<file path="src/rtl/multicycle_controller.sv">
// multicycle_controller: multi-cycle sequencing FSM for the RV32I data_path.
// Fetches over a shared req/ready port into an internal IR, then drives one
// phase of datapath controls per state. One instruction retires per pass.
// Optional feature macro: ILLEGAL_TRAP_EN (unknown opcode -> fault + HALT;
// when undefined an unknown opcode retires as a NOP).
module multicycle_controller #(
   parameter int unsigned MEM_WAIT_MAX = 16,
   parameter int unsigned CNT_W        = 5
) (
   input  logic        clk,
   input  logic        rst,
   input  logic [31:0] mem_rdata,
   input  logic        mem_ready,
   input  logic        zero,
   output logic        mem_req,
   output logic        mem_we,
   output logic        mem_isfetch,
   output logic [31:0] instr,
   output logic        pc_we,
   output logic        alusrc,
   output logic        regwrite,
   output logic [1:0]  pcsrc,
   output logic [1:0]  immsrc,
   output logic [1:0]  resultsrc,
   output logic [2:0]  alucontrol,
   output logic        fault
);

   localparam logic [31:0] InstrNop = 32'h0000_0013;

   localparam logic [6:0] OpLoad   = 7'b0000011;
   localparam logic [6:0] OpStore  = 7'b0100011;
   localparam logic [6:0] OpRtype  = 7'b0110011;
   localparam logic [6:0] OpItype  = 7'b0010011;
   localparam logic [6:0] OpBranch = 7'b1100011;
   localparam logic [6:0] OpJal    = 7'b1101111;
   localparam logic [6:0] OpJalr   = 7'b1100111;

   localparam logic [2:0] AluAdd = 3'b000;
   localparam logic [2:0] AluSub = 3'b001;
   localparam logic [2:0] AluAnd = 3'b010;
   localparam logic [2:0] AluOr  = 3'b011;
   localparam logic [2:0] AluSlt = 3'b101;

   typedef enum logic [3:0] {
      StFetch, StDecode, StMemRd, StMemWr, StAluWb, StBranch, StJump, StNop, StHalt
   } state_e;

   state_e             state_q, state_d;
   logic [31:0]        ir_q;
   logic               ir_load;
   logic               fault_q, fault_d;
   logic [CNT_W-1:0]   cnt_q, cnt_d;
   logic               waiting, timeout;

   logic [6:0] opcode;
   logic [2:0] funct3;
   logic       funct7b5;

   assign opcode   = ir_q[6:0];
   assign funct3   = ir_q[14:12];
   assign funct7b5 = ir_q[30];
   assign instr    = ir_q;
   assign fault    = fault_q;

   // A request is outstanding and memory has not answered this cycle.
   assign waiting = mem_req && !mem_ready;
   assign timeout = (MEM_WAIT_MAX != 0) && waiting && (cnt_q == CNT_W'(MEM_WAIT_MAX - 1));

   // State, IR, sticky fault and wait-counter registers with synchronous reset.
   always_ff @(posedge clk) begin
      if (rst) begin
         state_q <= StFetch;
         ir_q    <= InstrNop;
         fault_q <= 1'b0;
         cnt_q   <= '0;
      end else begin
         state_q <= state_d;
         if (ir_load) ir_q <= mem_rdata;
         fault_q <= fault_d;
         cnt_q   <= cnt_d;
      end
   end

   // Next-state, IR load, fault and wait-counter logic.
   always_comb begin
      state_d = state_q;
      fault_d = fault_q;
      ir_load = 1'b0;
      // Counter is zero whenever not waiting, so every req state is entered with a clear count.
      cnt_d   = '0;
      if (waiting && (MEM_WAIT_MAX != 0)) cnt_d = cnt_q + CNT_W'(1);

      unique case (state_q)
         StFetch: begin
            if (mem_ready) begin
               ir_load = 1'b1;
               state_d = StDecode;
            end else if (timeout) begin
               fault_d = 1'b1;
               state_d = StHalt;
            end
         end
         StDecode: begin
            unique case (opcode)
               OpLoad:           state_d = StMemRd;
               OpStore:          state_d = StMemWr;
               OpRtype, OpItype: state_d = StAluWb;
               OpBranch:         state_d = StBranch;
               OpJal, OpJalr:    state_d = StJump;
               default: begin
`ifdef ILLEGAL_TRAP_EN
                  fault_d = 1'b1;
                  state_d = StHalt;
`else
                  state_d = StNop;
`endif
               end
            endcase
         end
         StMemRd, StMemWr: begin
            if (mem_ready) begin
               state_d = StFetch;
            end else if (timeout) begin
               fault_d = 1'b1;
               state_d = StHalt;
            end
         end
         StAluWb, StBranch, StJump, StNop: state_d = StFetch;
         StHalt:                           state_d = StHalt;
         default:                          state_d = StFetch;
      endcase
   end

   // Control outputs decoded from state and IR; writeback/PC strobes of memory
   // states fire only in the cycle the transfer completes.
   always_comb begin
      mem_req     = 1'b0;
      mem_we      = 1'b0;
      mem_isfetch = 1'b0;
      pc_we       = 1'b0;
      alusrc      = 1'b0;
      regwrite    = 1'b0;
      pcsrc       = 2'b00;
      immsrc      = 2'b00;
      resultsrc   = 2'b00;
      alucontrol  = AluAdd;

      unique case (state_q)
         StFetch: begin
            mem_req     = 1'b1;
            mem_isfetch = 1'b1;
         end
         StMemRd: begin
            mem_req  = 1'b1;
            alusrc   = 1'b1;
            immsrc   = 2'b00;
            if (mem_ready) begin
               regwrite  = 1'b1;
               resultsrc = 2'b01;
               pc_we     = 1'b1;
            end
         end
         StMemWr: begin
            mem_req = 1'b1;
            mem_we  = 1'b1;
            alusrc  = 1'b1;
            immsrc  = 2'b01;
            if (mem_ready) pc_we = 1'b1;
         end
         StAluWb: begin
            regwrite = 1'b1;
            pc_we    = 1'b1;
            alusrc   = (opcode == OpItype);
            unique case (funct3)
               3'b000:  alucontrol = (opcode == OpRtype && funct7b5) ? AluSub : AluAdd;
               3'b010:  alucontrol = AluSlt;
               3'b110:  alucontrol = AluOr;
               3'b111:  alucontrol = AluAnd;
               default: alucontrol = AluAdd;
            endcase
         end
         StBranch: begin
            alucontrol = AluSub;
            immsrc     = 2'b10;
            pc_we      = 1'b1;
            pcsrc      = zero ? 2'b01 : 2'b00;
         end
         StJump: begin
            regwrite  = 1'b1;
            resultsrc = 2'b10;
            pc_we     = 1'b1;
            if (opcode == OpJal) begin
               immsrc = 2'b11;
               pcsrc  = 2'b01;
            end else begin
               alusrc = 1'b1;
               pcsrc  = 2'b10;
            end
         end
         StNop: pc_we = 1'b1;
         StDecode, StHalt: ;
         default: ;
      endcase
   end

endmodule

</file>
<file path="config.mk">
export PLATFORM = sky130hd
export DESIGN_NAME = multicycle_controller
export DESIGN_NICKNAME = d
export VERILOG_FILES = /design/src/rtl/multicycle_controller.sv
export SDC_FILE = /design/constraint.sdc
export NUM_CORES = 1
export LEC_CHECK = 0
export ABC_AREA = 1
export CAP_MARGIN = 20
export CORE_MARGIN = 4
export CORE_UTILIZATION = 43
export CTS_CLUSTER_SIZE = 10
export DETAILED_ROUTE_END_ITERATION = 6
export PLACE_DENSITY_LB_ADDON = 0.15
export SETUP_SLACK_MARGIN = 0.05
export SLEW_MARGIN = 30
export SYNTH_ARGS = -nofsm -noshare
export SYNTH_HDL_FRONTEND = slang
export SYNTH_SLANG_ARGS = --single-unit
export TNS_END_PERCENT = 1
</file>
<file path="constraint.sdc">
create_clock -name clk -period 3.57 [get_ports clk]
set_input_delay 1.071 -clock clk [delete_from_list [all_inputs] [get_ports clk]]
set_output_delay 1.071 -clock clk [all_outputs]
set_load 0.005 [all_outputs]
</file>
After elaboration in Yosys (flattened, before gate mapping)
Cells that the tools add are included.
Widths: inputs -> output; s select.
{"block": "word_totals", "inputBits": 36, "regBits": 42, "out_inout_bits": 48}
{"block": "op_classes", "muxes": 24, "add_sub_neg": 1, "n_eq_ne": 19, "n_bitwise": 2, "reduce_logical": 14}
{"cell": "$eq 7x7->1 const B", "count": 3}
{"cell": "$eq 4x3->1 const B", "count": 4}
{"cell": "$pmux 4 s4", "count": 1}
{"cell": "$pmux 3 s5", "count": 1}
{"cell": "$eq 7x6->1 const B", "count": 2}
{"cell": "$mux 4", "count": 3}
{"cell": "$pmux 3 s4", "count": 1}
{"cell": "$reduce_or 2->1", "count": 5}
{"cell": "$mux 1", "count": 9}
{"cell": "$eq 4x2->1 const B", "count": 2}
{"cell": "$pmux 2 s2", "count": 2}
{"cell": "$eq 7x2->1 const B", "count": 1}
{"cell": "$eq 7x5->1 const B", "count": 1}
{"cell": "$eq 3x3->1 const B", "count": 2}
{"cell": "$pmux 2 s3", "count": 1}
{"cell": "$pmux 3 s2", "count": 1}
{"cell": "$add 5x1->5 const B", "count": 1}
{"cell": "$eq 5x4->1 const B", "count": 1}
{"cell": "$eq 4x1->1 const B", "count": 1}
{"cell": "$eq 4x4->1 const B", "count": 1}
{"cell": "$logic_not 4->1", "count": 1}
{"cell": "$mux 2", "count": 2}
{"cell": "$pmux 1 s2", "count": 2}
{"cell": "$reduce_or 4->1", "count": 1}
{"cell": "other kinds (8)", "count": 11}

Longest topological paths before layout
Gate-level depths: netlist (run 1).
{"block": "logic_depth", "depth_word": 8, "depth_mapped": 9}

Worst setup path after synthesis (run 1)
No wires, ideal clock.
{"block": "synth_timing", "kind": "input -> output", "from": "input port mem_ready", "to": "output port regwrite", "setup_slack_ns": 1.216, "arrival_ns": 1.283, "required_ns": 2.499, "stages": 2, "path_cell_list": "nand2_1 -> a21oi_1"}
{"block": "synth_via", "elab_chain_cells": 2}
{"element": "start, declared", "line": "13", "rtl": "input logic mem_ready,"}
{"element": "$mux 1", "line": "158", "rtl": "if (mem_ready) begin"}
{"element": "$pmux 1 s2", "line": "149", "rtl": "unique case (state_q)"}
{"element": "end, declared", "line": "21", "rtl": "output logic regwrite,"}
No other way between the ends.

Worst setup path in the final report (run 1)
Same ends and word-level chain as after synthesis.

==> flow_metrics.tcl, run 1 <==
set metrics [dict create \
    worstHoldEndpoint "cnt_q[0]$_SDFF_PP0_" \
    initialDrtViolationCount 113 \
    worstPathRequired_ns 2.50 \
    synth.ff_latch_count 42 \
    gpl.final_weighted_congestion 0.7711 \
    antenna_left 0 \
    sequential_cell_area_um2 840.8 \
    min-delay-path-class "reg2reg" \
    power.leakage_nw 1.159 \
    post_cts_hold_buffer_count 0 \
    clockRootBuffer "clkbuf_8" \
    commonest_cells_after_routing_fill_and_taps_aside "clkdlybuf4s50_1 (83), nor2_1 (64), dfxtp_1 (42)" \
    post_cts.repair.setup_buffers 0 \
    synth_edf_count 0 \
    die_y_um 72.17 \
    grt_pass1_vias 1664 \
    yosysWarnings 0 \
    metal_1_wl_um 2001 \
    timing.setup.critical_path_class "in2out" \
    clk_pin_slew_ns 0.08 \
    synthFlopType "dfxtp_1" \
    critical_path.startpoint_type "input port" \
    synth_cell_type_count 25 \
    routed.top_layer "met4" \
    power.density_nw_per_um2 649.6 \
    drt_pass1_iterations 4 \
    r2r-start "state_q[0]$_SDFF_PP0_" \
    detailroute.via_count 1794 \
    max_clock_freq_ghz 0.2989 \
    avgRoutedWirePerCell_um 12.69 \
    overflow 0 \
    ys_async_sr_fraction_pct 0 \
    grt_first_pass_wirelength_um 7645 \
    finClkSkew_ns 0.008938 \
    floorplan.die.width_um 72.17 \
    worst_hold_startpoint "cnt_q[0]$_SDFF_PP0_" \
    final_common_cell "clkdlybuf4s50_1" \
    share_comb_of_total_power_pct 37.6 \
    antenna-diode-count 0 \
    report.final.hold_viol_count 0 \
    htreeDepth 2 \
    holdPathStages 1 \
    synth_cells 244 \
    cts-buffers-inserted 5 \
    worstSkewPairLatency_ns 0.30 \
    p_sw_w 0.0005730 \
    fp-row-count 23 \
    timing_max_transition_violations_final 0 \
    worst_supply_voltage_drop_on_vdd_mv 0.3629 \
    share_clk_of_total_power_pct 25.7 \
    final.period_utilization_pct 93.70 \
    setup-tns-final_ns 0 \
    area_of_the_multi_input_gates_um2 768.2 \
    dr_vias_cell 4.734 \
    dr_wl_met2_um 2179 \
    num-nets-final 366 \
    hold-worst-slack_ns 0.4500 \
    reg2reg_to "instr[6]$_SDFFE_PP0P_" \
    syn-num-nets 282 \
    die-area_um2 5208 \
    syn_avg_cell_area_um2 7.256 \
    io-pin-count 84 \
    timing.slew.headroom_pct 59.10 \
    post-place-cells 371 \
    maxCapViolCount 0 \
    worst-slew-pin-transition_ns 0.6125 \
    synth_sequential_area_ratio_pct 47.49 \
    power_report.internal_total_w 0.001228 \
    start_util_pct 44.26 \
    outcome "completed" \
    flow.area_growth_from_synthesis_pct 56.61 \
    share_of_layout_cells_above_drive_strength_1_pct 5.167 \
    route.detailed.drc 0 \
    port-buffer-count 83 \
    final_cells 379 \
    detailed_place_hpwl_um 3508 \
    timing.critical_path.to_type "output port" \
    post_synth_instance_area_um2 1770 \
    cts_resized 0 \
    final.fill_count 358 \
    r2r.worst_path.cells 6 \
    crit_path_max_fanout 3 \
    track_usage_pct 18.90 \
    pin_count_of_the_biggest_net_entering_global_routing 39 \
    fp.coreArea_um2 4000 \
    rsz0062_at_grt "no" \
    met3_length_um 573 \
    sinks_on_the_clock_net 42 \
    timing.final.setup_violations 0 \
    ctsLongestPathBuffers 2 \
    r2r_slack_ns 2.03 \
    sequential_power_share_pct 36.7 \
    period_minus_slack_ns 3.345 \
    power.switching_fraction_pct 31.81 \
    grt_antenna_before_repair 0 \
    cp_data_arrival_time_ns 2.27 \
    cts_tree "yes" \
    total_wire_length_um 4810 \
]
Yosys cell counts (2+ instances only):
library cell	instances	area, um^2
nor3_1	3	15.01
nand2_1	25	93.84
o21ai_0	31	155.2
clkbuf_1	3	11.26
dfxtp_1	42	840.8
inv_1	27	101.4
buf_6	2	22.52
ha_1	2	25.02
nand3_1	11	55.05
nand4_1	3	18.77
nor2_1	64	240.2
a21oi_1	14	70.07
o211ai_1	2	15.01
buf_2	3	15.01
nor2_2	2	12.51
per-stage QoR:
stage	setup slack (ns)	util (%)	cell area, um^2	power [W]
global route	0.1301	69.32	2773	0.001925
CTS	0.2239	69.32	2773	0.001821
detailed placement	0.2267	65.75	2630	0.001352
floorplan	1.216	-	1770	0.0009952
global placement	0.2336	65.75	2630	0.001338
finish	0.2248	69.32	2773	0.001801
power groups by stage:
| stage | clock network [W] | registers (W) | logic [W] |
|---|---|---|---|
| 6_report | 0.000462 | 0.000661 | 0.000678 |
| 5_1_grt | 0.000492 | 0.000676 | 0.000756 |
| 4_1_cts | 0.000472 | 0.000660 | 0.000689 |
| 3_5_place_dp | 0 | 0.000670 | 0.000682 |
| 3_3_place_gp | 0 | 0.000664 | 0.000673 |
| 2_1_floorplan | 0 | 0.000668 | 0.000327 |
flip-flops by register name, summed over array words and instances, names as in the netlist:
signal	count
instr	32
fault	1
cnt_q	5
state_q	4
per-layer routing:
metal	up-vias	track usage (%)
met2	56	30.23
met3	5	10.53
met4	0	5.637
li1	949	-
met1	784	21.53
met5	-	0
layout make-up:
cell class                 instances  share of cell area [%]
timing repair buffer              86                   30.78
tap                               50                   2.256
inverter                          28                   3.791
clock buffer                       6                   2.978
sequential                        42                   30.32
multi-input combinational        165                   27.71
clock inverter                     2                   2.166
worst max path at each step:
| stage | start | end | slack (ns) | cells past startpoint |
|---|---|---|---|---|
| 2_1_floorplan | mem_ready | regwrite | 1.22 | 2 |
| 3_5_place_dp | mem_ready | regwrite | 0.23 | 4 |
| 5_1_grt | mem_ready | regwrite | 0.13 | 4 |
| 3_3_place_gp | mem_ready | regwrite | 0.23 | 4 |
| 6_report | mem_ready | regwrite | 0.22 | 4 |
| 4_1_cts | mem_ready | regwrite | 0.22 | 4 |
worst max-delay path: stages:
cell and delay, ns:
clkdlybuf4s50_1 0.47, nand2_1 0.09, a21oi_1 0.13, clkdlybuf4s50_1 0.51
cells by family (layout without fill, tap and decap cells):
| logic type | count (synthesis) | in the layout | share of synthesized area, % |
|---|---|---|---|
| AND/OR/NAND/NOR | 113 | 113 | 26.93 |
| AO/OA/AOI/OAI | 49 | 49 | 14.56 |
| flip-flops | 42 | 42 | 47.49 |
| buffers and inverters | 37 | 122 | 9.116 |
| adder cells (fa/ha/maj) | 2 | 2 | 1.413 |
| XOR/XNOR | 1 | 1 | 0.4948 |
(Power assumes the default switching activity.)
==> inputs of run 2 (changes only) <==
--- a/config.mk
+++ b/config.mk
@@ -12,6 +12,7 @@
 export CTS_CLUSTER_SIZE = 10
 export DETAILED_ROUTE_END_ITERATION = 6
 export PLACE_DENSITY_LB_ADDON = 0.15
+export REMOVE_ABC_BUFFERS = 1
 export SETUP_SLACK_MARGIN = 0.05
 export SLEW_MARGIN = 30
 export SYNTH_ARGS = -nofsm -noshare
==> constraint.sdc (replaced) <==
create_clock -name clk -period 3.57 [get_ports clk]
set_input_delay 0.714 -clock clk [delete_from_list [all_inputs] [get_ports clk]]
set_output_delay 0.714 -clock clk [all_outputs]
set_load 0.005 [all_outputs]
==> run 2 against run 1 <==
  * Power is 9.1% lower
  * Count of clock-buffer cells in the layout is 1 higher
  * Worst setup slack better by 0.62 ns
  * Combinational power is 1% lower
  * Sequential power hardly changed
  * Utilization is 1.5 points lower
  * Via count is 1.8% higher
  * Largest power group unchanged
  * Die area stayed put
  * Critical path depth stayed put
  * Critical path type unchanged
  * First-iteration DRC count is 33% lower
==> flow_metrics.tcl, run 2 (synthesis results as in run 1) <==
set metrics [dict create \
    clk_pin_slew_ns 0.07 \
    route.detailed.drc 0 \
    post_cts.repair.setup_buffers 0 \
    start_util_pct 44.26 \
    share_of_layout_cells_above_drive_strength_1_pct 4.573 \
    power.density_nw_per_um2 603.4 \
    sequential_cell_area_um2 840.8 \
    setup_ws_ns 0.8498 \
    max_stage_delay_ns 0.54 \
    worst_hold_startpoint "cnt_q[0]$_SDFF_PP0_" \
    timing.setup.critical_path_class "in2out" \
    crit_path_frequent_cell "clkdlybuf4s50_1" \
    min-delay-path-class "reg2reg" \
    num-nets-final 365 \
    floorplan.die.width_um 72.17 \
    timing.critical_path.to_type "output port" \
    antenna-diode-count 0 \
    outcome "completed" \
    holdPathStages 1 \
    clockRootBuffer "clkbuf_8" \
    final_common_cell "clkdlybuf4s50_1" \
    worst_supply_voltage_drop_on_vdd_mv 0.4499 \
    drt_pass1_iterations 4 \
    track_usage_pct 18.00 \
    cp_data_arrival_time_ns 2.01 \
    cts_resized 0 \
    rsz0062_at_grt "no" \
    ordered_list_of_cells_on_the_worst_path "clkdlybuf4s50_1, nand2_1, a21oi_1, clkdlybuf4s50_1" \
    max_clock_freq_ghz 0.3676 \
    period_minus_slack_ns 2.720 \
    htreeDepth 2 \
    worstSkewPairLatency_ns 0.29 \
    r2r.worst_path.cells 7 \
    finClkSkew_ns 0.003226 \
    placement.setup.worst_slack_ns 0.8537 \
    cts_tree "yes" \
    maxCapViolCount 0 \
    die-area_um2 5208 \
    timing_max_transition_violations_final 0 \
    worst-slew-pin-transition_ns 0.5771 \
    avgRoutedWirePerCell_um 11.88 \
    grt_first_pass_wirelength_um 7396 \
    commonest_cells_after_routing_fill_and_taps_aside "clkdlybuf4s50_1 (83), nor2_1 (64), dfxtp_1 (42)" \
    grt_antenna_before_repair 0 \
    port-buffer-count 83 \
    timing.slew.headroom_pct 61.47 \
    antenna_left 0 \
    gpl.final_weighted_congestion 0.8456 \
    grt_pass1_vias 1728 \
    fp.coreArea_um2 4000 \
    pin_count_of_the_biggest_net_entering_global_routing 39 \
    sinks_on_the_clock_net 42 \
    flow.area_growth_from_synthesis_pct 53.29 \
    final.fill_count 362 \
    dr_vias_cell 4.833 \
    ctsLongestPathBuffers 2 \
    timing.final.setup_violations 0 \
    detailed_place_hpwl_um 3375 \
    setup-tns-final_ns 0 \
    reg2reg_to "instr[12]$_SDFFE_PP0P_" \
    worstHoldEndpoint "cnt_q[0]$_SDFF_PP0_" \
    area_of_the_multi_input_gates_um2 768.2 \
    post-place-cells 370 \
    overflow 0 \
    die_y_um 72.17 \
    initialDrtViolationCount 76 \
    total_wire_length_um 4490 \
    r2r_slack_ns 1.84 \
    final.period_utilization_pct 76.20 \
    power.leakage_nw 1.131 \
    io-pin-count 84 \
    critical_path.startpoint_type "input port" \
    r2r-start "state_q[0]$_SDFF_PP0_" \
    crit_path_max_fanout 5 \
    worstPathRequired_ns 2.86 \
    flip_flop_count_of_the_largest_register_after_layout 32 \
    final_cells 378 \
    fp-row-count 23 \
    critPathSlowestCell "clkdlybuf4s50_1" \
    detailroute.via_count 1827 \
    report.final.hold_viol_count 0 \
    cts-buffers-inserted 5 \
    post_cts_hold_buffer_count 0 \
]
## run 2: changes by cell type in the layout (fill, tap and decap cells not counted), sizes merged
cell	previous run	this run
bufinv	2	0
buf	3	2
clkbuf	6	7
clkinv	0	1
## run 2: how the worst max path moves through the flow
stage,from,end,slack [ns],depth (start not counted)
floorplan,state_q[2]$_SDFF_PP0_,immsrc[0],1.80,6
global route,state_q[2]$_SDFF_PP0_,immsrc[0],0.64,7
CTS,mem_ready,regwrite,0.85,4
global placement,mem_ready,regwrite,0.86,4
detailed placement,mem_ready,regwrite,0.85,4
finish,mem_ready,regwrite,0.85,4
## run 2: power by group
group          internal (W)  leakage, nW  switching [W]  total (W)
Combinational      0.000350        0.737       0.000320   0.000670
Sequential         0.000579        0.346      0.0000812   0.000660
Clock              0.000156       0.0482       0.000151   0.000307
Total               0.00109         1.13       0.000552    0.00164
## run 2: critical path, delay by kind of cell
kind / cells / cell delay, ns
AO/OA/AOI/OAI: 1 / 0.13
buffers and inverters: 2 / 1.05
AND/OR/NAND/NOR: 1 / 0.11
## run 2: layout make-up
class                           instances  share of cell area, %
Timing Repair Buffer                   85                  31.17
Multi-Input combinational cell        165                  28.31
Tap cell                               50                  2.305
Clock inverter                          1                 0.1844
Clock buffer                            7                  3.181
Sequential cell                        42                  30.98
Inverter                               28                  3.873
## run 2: through the flow
stage                     utilization (%)  total power (W)  hold slack, ns  instance area (um^2)
after global routing                67.84         0.001767          0.4820                  2714
final                               67.84         0.001637          0.4462                  2714
after floorplan                         -        0.0009606          0.4176                  1714
after detailed placement            65.56         0.001347          0.4377                  2623
after CTS                           67.84         0.001661          0.4502                  2714
after global placement              65.56         0.001337          0.4322                  2623
## run 2: per-layer routing
layer | share of wire [%] | global-route usage (%)
met3 | 11 | 7.756
met1 | 42 | 19.81
met4 | 0.96 | 7.098
met5 | 0 | 0
met2 | 46 | 30.43
